<file path="src/rtl/async_transmitter_if.sv">
// Byte-write side of the UART transmitter: application pushes bytes, the
// transmitter reports line and queue status back.
interface async_transmitter_if #(
  parameter int FifoDepth = 4
);
  localparam int CntW = $clog2(FifoDepth) + 1;

  logic [7:0]      TxD_data;
  logic            TxD_wr;
  logic            TxD;
  logic            busy;
  logic            fifo_full;
  logic            fifo_empty;
  logic [CntW-1:0] fifo_count;
  logic            overflow;

  modport master (
    output TxD_data, TxD_wr,
    input  TxD, busy, fifo_full, fifo_empty, fifo_count, overflow
  );

  modport slave (
    input  TxD_data, TxD_wr,
    output TxD, busy, fifo_full, fifo_empty, fifo_count, overflow
  );
endinterface

</file>
<file path="src/rtl/async_transmitter.sv">
// UART 8N1 transmitter with a small write FIFO and its own bit-period divider.
// TxD is registered from the current state, so it lags the FSM by one clock.
module async_transmitter #(
  parameter int ClkFrequency = 50000000,
  parameter int Baud         = 115200,
  parameter int FifoDepth    = 4
) (
  input logic               clk,
  input logic               rst,
  async_transmitter_if.slave tx
);
  localparam int Divisor = ClkFrequency / Baud;
  localparam int DivW    = (Divisor > 1) ? $clog2(Divisor) : 1;
  localparam int PtrW    = $clog2(FifoDepth);
  localparam int CntW    = PtrW + 1;

  typedef enum logic [1:0] {IDLE, START, DATA, STOP} state_t;

  state_t          state;
  logic [DivW-1:0] div;
  logic [2:0]      bit_idx;
  logic [7:0]      shift;
  logic            txd_q;

  logic [7:0]      mem [FifoDepth];
  logic [PtrW-1:0] wr_ptr;
  logic [PtrW-1:0] rd_ptr;
  logic [CntW-1:0] count;
  logic            ovf_q;

  logic div_end;
  logic full;
  logic empty;
  logic wr_en;
  logic pop;

  // A write is refused whenever the queue is full, even if a pop frees a slot
  // in the same cycle.
  always_comb begin
    div_end = (div == DivW'(Divisor - 1));
    full    = (count == CntW'(FifoDepth));
    empty   = (count == '0);
    wr_en   = tx.TxD_wr && !full;
    pop     = !empty && ((state == IDLE) || ((state == STOP) && div_end));
  end

  always_ff @(posedge clk) begin
    if (rst) begin
      wr_ptr <= '0;
      rd_ptr <= '0;
      count  <= '0;
      ovf_q  <= 1'b0;
    end else begin
      ovf_q <= tx.TxD_wr && full;
      if (wr_en) begin
        mem[wr_ptr] <= tx.TxD_data;
        wr_ptr      <= wr_ptr + PtrW'(1);
      end
      if (pop)
        rd_ptr <= rd_ptr + PtrW'(1);
      case ({wr_en, pop})
        2'b10:   count <= count + CntW'(1);
        2'b01:   count <= count - CntW'(1);
        default: count <= count;
      endcase
    end
  end

  always_ff @(posedge clk) begin
    if (rst) begin
      state   <= IDLE;
      div     <= '0;
      bit_idx <= '0;
      shift   <= '0;
      txd_q   <= 1'b1;
    end else begin
      case (state)
        START:   txd_q <= 1'b0;
        DATA:    txd_q <= shift[0];
        default: txd_q <= 1'b1;
      endcase

      case (state)
        IDLE: begin
          div <= '0;
          if (pop) begin
            shift <= mem[rd_ptr];
            state <= START;
          end
        end
        START: begin
          if (div_end) begin
            div     <= '0;
            bit_idx <= '0;
            state   <= DATA;
          end else begin
            div <= div + DivW'(1);
          end
        end
        DATA: begin
          if (div_end) begin
            div     <= '0;
            shift   <= {1'b0, shift[7:1]};
            bit_idx <= bit_idx + 3'd1;
            if (bit_idx == 3'd7)
              state <= STOP;
          end else begin
            div <= div + DivW'(1);
          end
        end
        STOP: begin
          if (div_end) begin
            div <= '0;
            // Chain straight into the next frame so queued bytes leave gap-free.
            if (pop) begin
              shift <= mem[rd_ptr];
              state <= START;
            end else begin
              state <= IDLE;
            end
          end else begin
            div <= div + DivW'(1);
          end
        end
        default: state <= IDLE;
      endcase
    end
  end

  assign tx.TxD        = txd_q;
  assign tx.busy       = (state != IDLE);
  assign tx.fifo_full  = full;
  assign tx.fifo_empty = empty;
  assign tx.fifo_count = count;
  assign tx.overflow   = ovf_q;
endmodule

</file>
<file path="src/flat_wrapper.sv">
// flat-port wrapper written by rule: the top's interface ports become plain ports
module async_transmitter_flat 
#(
  parameter int ClkFrequency = 50000000,
  parameter int Baud         = 115200,
  parameter int FifoDepth    = 4
)
  (clk, rst, tx_TxD_data, tx_TxD_wr, tx_TxD, tx_busy, tx_fifo_full, tx_fifo_empty, tx_fifo_count, tx_overflow);
  async_transmitter_if #(.FifoDepth(FifoDepth)) tx_i ();
  input logic clk;
  input logic rst;
  input wire logic [$bits(tx_i.TxD_data)-1:0] tx_TxD_data;
  input wire logic [$bits(tx_i.TxD_wr)-1:0] tx_TxD_wr;
  output wire logic [$bits(tx_i.TxD)-1:0] tx_TxD;
  output wire logic [$bits(tx_i.busy)-1:0] tx_busy;
  output wire logic [$bits(tx_i.fifo_full)-1:0] tx_fifo_full;
  output wire logic [$bits(tx_i.fifo_empty)-1:0] tx_fifo_empty;
  output wire logic [$bits(tx_i.fifo_count)-1:0] tx_fifo_count;
  output wire logic [$bits(tx_i.overflow)-1:0] tx_overflow;
  assign tx_i.TxD_data = tx_TxD_data;
  assign tx_i.TxD_wr = tx_TxD_wr;
  assign tx_TxD = tx_i.TxD;
  assign tx_busy = tx_i.busy;
  assign tx_fifo_full = tx_i.fifo_full;
  assign tx_fifo_empty = tx_i.fifo_empty;
  assign tx_fifo_count = tx_i.fifo_count;
  assign tx_overflow = tx_i.overflow;
  async_transmitter #(.ClkFrequency(ClkFrequency), .Baud(Baud), .FifoDepth(FifoDepth)) u_core (.clk(clk), .rst(rst), .tx(tx_i));
endmodule
</file>
<file path="config.mk">
export PLATFORM = sky130hd
export DESIGN_NAME = async_transmitter_flat
export DESIGN_NICKNAME = d
export VERILOG_FILES = /design/src/rtl/async_transmitter_if.sv /design/src/rtl/async_transmitter.sv /design/src/flat_wrapper.sv
export SDC_FILE = /design/constraint.sdc
export NUM_CORES = 1
export LEC_CHECK = 0
export ABC_CLOCK_PERIOD_IN_PS = 4950
export CAP_MARGIN = 5
export CORE_ASPECT_RATIO = 0.7
export CORE_UTILIZATION = 57
export CTS_CLUSTER_DIAMETER = 40
export DETAILED_ROUTE_END_ITERATION = 8
export PLACE_DENSITY = 0.77
export SLEW_MARGIN = 10
export SYNTH_ARGS = -nofsm -noshare
export SYNTH_HDL_FRONTEND = slang
export SYNTH_SLANG_ARGS = --single-unit
export TNS_END_PERCENT = 1
</file>
<file path="constraint.sdc">
create_clock -name clk -period 4.95 [get_ports clk]
set_input_delay 0.7425 -clock clk [delete_from_list [all_inputs] [get_ports clk]]
set_output_delay 0.7425 -clock clk [all_outputs]
set_load 0.05 [all_outputs]
</file>
==> flow_metrics.tcl, run 1 <==
set metrics [dict create \
    status "completed" \
    dp_slack_ps 2270 \
    synth_area_um2 2920 \
    min_period_over_period 0.590 \
    synth_edf_count 32 \
    hold_viol 0 \
    fin_crit_ps 2920 \
    synthToLayoutAreaGrowth_pct 14.3 \
    htree_levels 3 \
    cp.buffers_inverters 2 \
    slew_viol_final 0 \
    antenna_cells 0 \
    cts_hold_buf 0 \
    grt.total_usage 0.211 \
    vias_per_cell 5.46 \
    synth-seq-area-share 0.555 \
    nets 284 \
    antenna_found_initial 0 \
    synth_warnings 0 \
    fin_tns_setup_ps 0 \
    hp-start "u_core.shift[2]$_SDFFE_PP0P_" \
    holdPathEnd "u_core.shift[2]$_SDFFE_PP0P_" \
    crit_fanout 7 \
    die_x_um 87.6 \
    cp_cell_sequence "or3b_2 -> inv_1 -> clkdlybuf4s50_1" \
    critPathTopFamily "buffers and inverters" \
    hp-class "reg -> reg" \
    yosys-top-cells-area "edfxtp_1 33%, dfxtp_1 23%, ha_1 6.4%" \
    start_util 0.601 \
    insertion_delay_ps 330 \
    ys_ff_latch 65 \
    cpMaxStageDelayCell "clkdlybuf4s50_1" \
    drc_errors 0 \
    netlist.area_leader.share 0.329 \
    clockRootBuffer "clkbuf_8" \
    ys.flop_type "dfxtp_1" \
    cts_inserted_buffers 9 \
    endpoint_kind "primary output" \
    p_per_area_nw_per_um2 547 \
    wl_per_cell_um 15.2 \
    p_total_mw 1.83 \
    die_h_um 61.9 \
    cap_violations 0 \
    drtIter0Drc 134 \
    cts_buffer_depth 2 \
    synth_cell_types 44 \
    crit_path_max_incr_delay_ps 790 \
    port_buffers 18 \
    io_pins 19 \
    ff2ff_setup_slack_ps 2390 \
    synthTopCellsByCount "33 x dfxtp_1, 32 x edfxtp_1, 22 x nor2_1, 16 x a21oi_1" \
    hold_slack_ps 467 \
    regToRegStartpoint "u_core.state[0]$_SDFFE_PP0P_" \
    cts_tree "built" \
    rr_worst_depth 10 \
    grt_pass1_wl_um 8140 \
    gp_congestion 0.718 \
    ant_nets 0 \
    clkTransAtPathRegs_ps 70 \
    syn_inst 235 \
    r2r-end "u_core.tx.fifo_count[2]$_SDFFE_PP0P_" \
    dr.pass1.iters 4 \
    clock.fmax_ghz 0.342 \
    cts_resized 0 \
    crit_path_start_kind "register" \
    postCtsSetupBuffers 0 \
    core_um2 4860 \
    synth_nets 262 \
    avgSynthCellArea_um2 12.4 \
    rsz0062_at_grt "false" \
    async_reset_ff_frac 0 \
    synth_top_area_cell "edfxtp_1" \
    grt_max_degree 18 \
    synth.most_common_cell "dfxtp_1" \
    tightest_slew_ps 827 \
    worstSetupPathType "reg -> out" \
    gr-total-overflow 0 \
    row_count 21 \
    report.final.setup_viol 0 \
    vias 1807 \
    p_leak_nw 1.16 \
    max-slew-margin-rel 0.444 \
    hpwlAfterDp_um 3710 \
    dieArea_um2 5420 \
    cts_num_sinks 65 \
    hold_depth 2 \
    wirelength_um 5040 \
    layout-drive-gt1-share 0.153 \
    first_global_vias 1671 \
    skew_ps 10.6 \
    cp.required_ps 4210 \
    peakVddDrop_mv 0.422 \
    setup_ws_ps 2030 \
    cp.arrival_ps 2180 \
    fillers 360 \
]
## worst reg2reg max path, stage by stage, from the launching register on
cell	delay [ps]
dfxtp_1	410
ha_1	270
o31ai_2	150
o31a_1	290
inv_1	110
ha_1	200
inv_1	60
fa_1	380
xor2_1	170
or3_1	310
a21oi_1	150
## registers in the layout (all words and copies together), names as in the netlist, 2 cells and up, named ones only
register	count
u_core.rd_ptr	2
u_core.tx.fifo_count	3
u_core.state	2
u_core.wr_ptr	2
u_core.div	9
u_core.bit_idx	3
u_core.shift	8
u_core.mem	32
## worst max-delay path by stage
stage,start,end,slack (ps),cells past startpoint
finish,u_core.tx.fifo_count[2]$_SDFFE_PP0P_,tx_fifo_full,2030,3
global route,u_core.tx.fifo_count[2]$_SDFFE_PP0P_,tx_fifo_full,1960,3
CTS,u_core.tx.fifo_count[2]$_SDFFE_PP0P_,tx_fifo_full,2010,3
detailed placement,tx_TxD_wr,u_core.tx.fifo_count[2]$_SDFFE_PP0P_,2270,8
global placement,tx_TxD_wr,u_core.tx.fifo_count[2]$_SDFFE_PP0P_,2370,8
floorplan,u_core.tx.fifo_count[2]$_SDFFE_PP0P_,u_core.tx.fifo_count[2]$_SDFFE_PP0P_,2350,8
## logic make-up after synthesis
group,after synthesis,synth area share
buffers and inverters,23,0.0304
muxes,15,0.0887
xor gates and xnor gates,11,0.0330
and+or+nand+nor,63,0.125
DFF,65,0.555
adders and majority gates,16,0.0711
AOI/OAI and AO/OA,42,0.0968
## report_power, final
group | total, mW | internal [mW] | switching (mW)
clock | 0.389 | 0.208 | 0.182
sequential | 0.733 | 0.650 | 0.0823
combinational | 0.703 | 0.295 | 0.408
total | 1.83 | 1.15 | 0.672
## through the flow
step            util  cells  cell area (um^2)
2_1_floorplan      -    235              2920
3_3_place_gp   0.651    315              3160
3_5_place_dp   0.651    315              3160
4_1_cts        0.687    331              3340
5_1_grt        0.687    331              3340
6_report       0.687    331              3340
## cell usage in the layout (no fill, tap or decap), types with 11 or more instances in the layout
cell type | netlist | routed
ha_1 | 15 | 15
dfxtp_1 | 33 | 33
clkbuf_8 | 0 | 11
inv_1 | 15 | 15
edfxtp_1 | 32 | 32
clkdlybuf4s50_1 | 0 | 18
nand3_1 | 15 | 15
a21oi_1 | 16 | 16
nor2_1 | 22 | 22
## per-layer routing
layer | global-route usage | share of wire | vias up
li1 | - | - | 907
met1 | 0.307 | 0.52 | 856
met2 | 0.301 | 0.42 | 33
met3 | 0.0581 | 0.040 | 11
met4 | 0.0867 | 0.013 | 0
met5 | 0 | 0 | -
## cell type report
cell class | count | area (um^2) | share of cell area
Inverter | 15 | 56.3 | 0.0169
Multi-Input combinational cell | 147 | 1210 | 0.363
Sequential cell | 65 | 1620 | 0.486
Clock buffer | 13 | 159 | 0.0476
Clock inverter | 3 | 17.5 | 0.00525
Timing Repair Buffer | 19 | 188 | 0.0562
Tap cell | 69 | 86.3 | 0.0259
Note: power is estimated with default switching activity, not from simulation.
==> run 2: changes to the inputs <==
- ABC_CLOCK_PERIOD_IN_PS: 4950 -> 2700
- clock period: 4.95 -> 2.7 ns (I/O delays scaled with it)
==> flow_metrics.tcl, run 2 (same netlist as run 1, synthesis figures left out) <==
set metrics [dict create \
    finish.utilization 0.694 \
    io_pins 19 \
    antenna_cells 0 \
    layout_commonest_cell "dfxtp_1" \
    p_leak_nw 1.18 \
    htree_levels 3 \
    worstSetupPathType "reg -> out" \
    regArea_um2 1620 \
    r2r-end "u_core.tx.fifo_count[2]$_SDFFE_PP0P_" \
    hold_depth 2 \
    mostFrequentLayoutCells "33 x dfxtp_1, 32 x edfxtp_1, 22 x nor2_1" \
    wl_per_cell_um 14.9 \
    slew_viol_final 0 \
    cp.arrival_ps 2130 \
    tightest_slew_ps 553 \
    rr_worst_depth 10 \
    gr-total-overflow 0 \
    wirelength_um 4970 \
    fin_crit_ps 2530 \
    clock.fmax_ghz 0.395 \
    postCtsSetupBuffers 0 \
    cts_inserted_buffers 9 \
    ant_nets 0 \
    crit_path_start_kind "register" \
    cap_violations 0 \
    cts_resized 0 \
    dieArea_um2 5420 \
    ff2ff_setup_slack_ps 190 \
    startpoint "u_core.tx.fifo_count[0]$_SDFFE_PP0P_" \
    multiInputGateArea_um2 1210 \
    die_h_um 61.9 \
    cp.required_ps 2300 \
    regToRegStartpoint "u_core.div[0]$_SDFF_PP0_" \
    core_um2 4860 \
    hold_viol 0 \
    drc_errors 0 \
    synthToLayoutAreaGrowth_pct 15.5 \
    peakVddDrop_mv 0.666 \
    endpoint_kind "primary output" \
    placed_cells 318 \
    first_global_vias 1613 \
    rsz0062_at_grt "false" \
    final_cells 334 \
    grt.total_usage 0.209 \
    grt_max_degree 25 \
    die_x_um 87.6 \
    cts_tree "built" \
    vias_per_cell 5.42 \
    regMostFlops "u_core.mem" \
    clockRootBuffer "clkbuf_8" \
    reg_top3 "u_core.mem x32, u_core.div x9, u_core.shift x8" \
    layout-drive-gt1-share 0.155 \
    cts_buffer_depth 2 \
    row_count 21 \
    grt_pass1_wl_um 7980 \
    skew_ps 7.44 \
    p_per_area_nw_per_um2 1020 \
    max-slew-margin-rel 0.632 \
    fillers 353 \
    status "completed" \
    dr.pass1.iters 4 \
    hp-start "u_core.shift[0]$_SDFFE_PP0P_" \
    crit_fanout 7 \
    insertion_delay_ps 330 \
    antenna_found_initial 0 \
    min_period_over_period 0.939 \
    report.final.setup_viol 0 \
    fin_tns_setup_ps 0 \
    nets 287 \
    hp-class "reg -> reg" \
    cts_hold_buf 0 \
    clkTransAtPathRegs_ps 70 \
    cts_num_sinks 65 \
    vias 1810 \
    start_util 0.601 \
    port_buffers 18 \
    largest_reg_flops 32 \
    drtIter0Drc 154 \
    gp_congestion 0.815 \
    hpwlAfterDp_um 3490 \
    holdPathEnd "u_core.shift[0]$_SDFFE_PP0P_" \
]
run 2: critical path, stage by stage (launching register included):
cell             delay [ps]
dfxtp_1                 380
or3b_2                  540
inv_1                    70
clkdlybuf4s50_1         790
run 2: stage by stage:
stage	setup WS (ps)	cell area [um^2]	hold WS [ps]	power [mW]
6_report	165	3380	463	3.44
5_1_grt	35.4	3380	489	3.66
3_3_place_gp	281	3190	451	2.65
4_1_cts	137	3380	464	3.47
2_1_floorplan	95.9	2920	441	2.33
3_5_place_dp	208	3190	457	2.67
run 2: area by class of cell:
type | count | area share
clock buffer | 12 | 0.0430
sequential | 65 | 0.480
inverter | 15 | 0.0167
timing repair buffer | 22 | 0.0623
tap | 69 | 0.0256
multi-input combinational | 147 | 0.359
clock inverter | 4 | 0.0133
run 2: worst max-delay path by stage:
stage                                      endpoint  slack, ps  cells after the start
3_3_place_gp   u_core.tx.fifo_count[2]$_SDFFE_PP0P_        280                     10
6_report                               tx_fifo_full        170                      3
2_1_floorplan  u_core.tx.fifo_count[2]$_SDFFE_PP0P_        100                      8
4_1_cts                                tx_fifo_full        140                      3
5_1_grt        u_core.tx.fifo_count[2]$_SDFFE_PP0P_         40                     10
3_5_place_dp   u_core.tx.fifo_count[2]$_SDFFE_PP0P_        210                     10
run 2: report_power, final:
part / internal, mW / switching (mW) / total, mW / leakage, nW
Combinational: 0.571 / 0.750 / 1.32 / 0.530
Clock: 0.446 / 0.341 / 0.787 / 0.0917
Sequential: 1.19 / 0.143 / 1.34 / 0.559
run 2: routing by layer:
layer / global-route usage / share of wire / vias to the layer above
met5: 0 / 0 / -
met4: 0.105 / 0.0093 / 0
met3: 0.0634 / 0.064 / 4
met2: 0.288 / 0.42 / 49
met1: 0.301 / 0.51 / 854
li1: - / - / 903
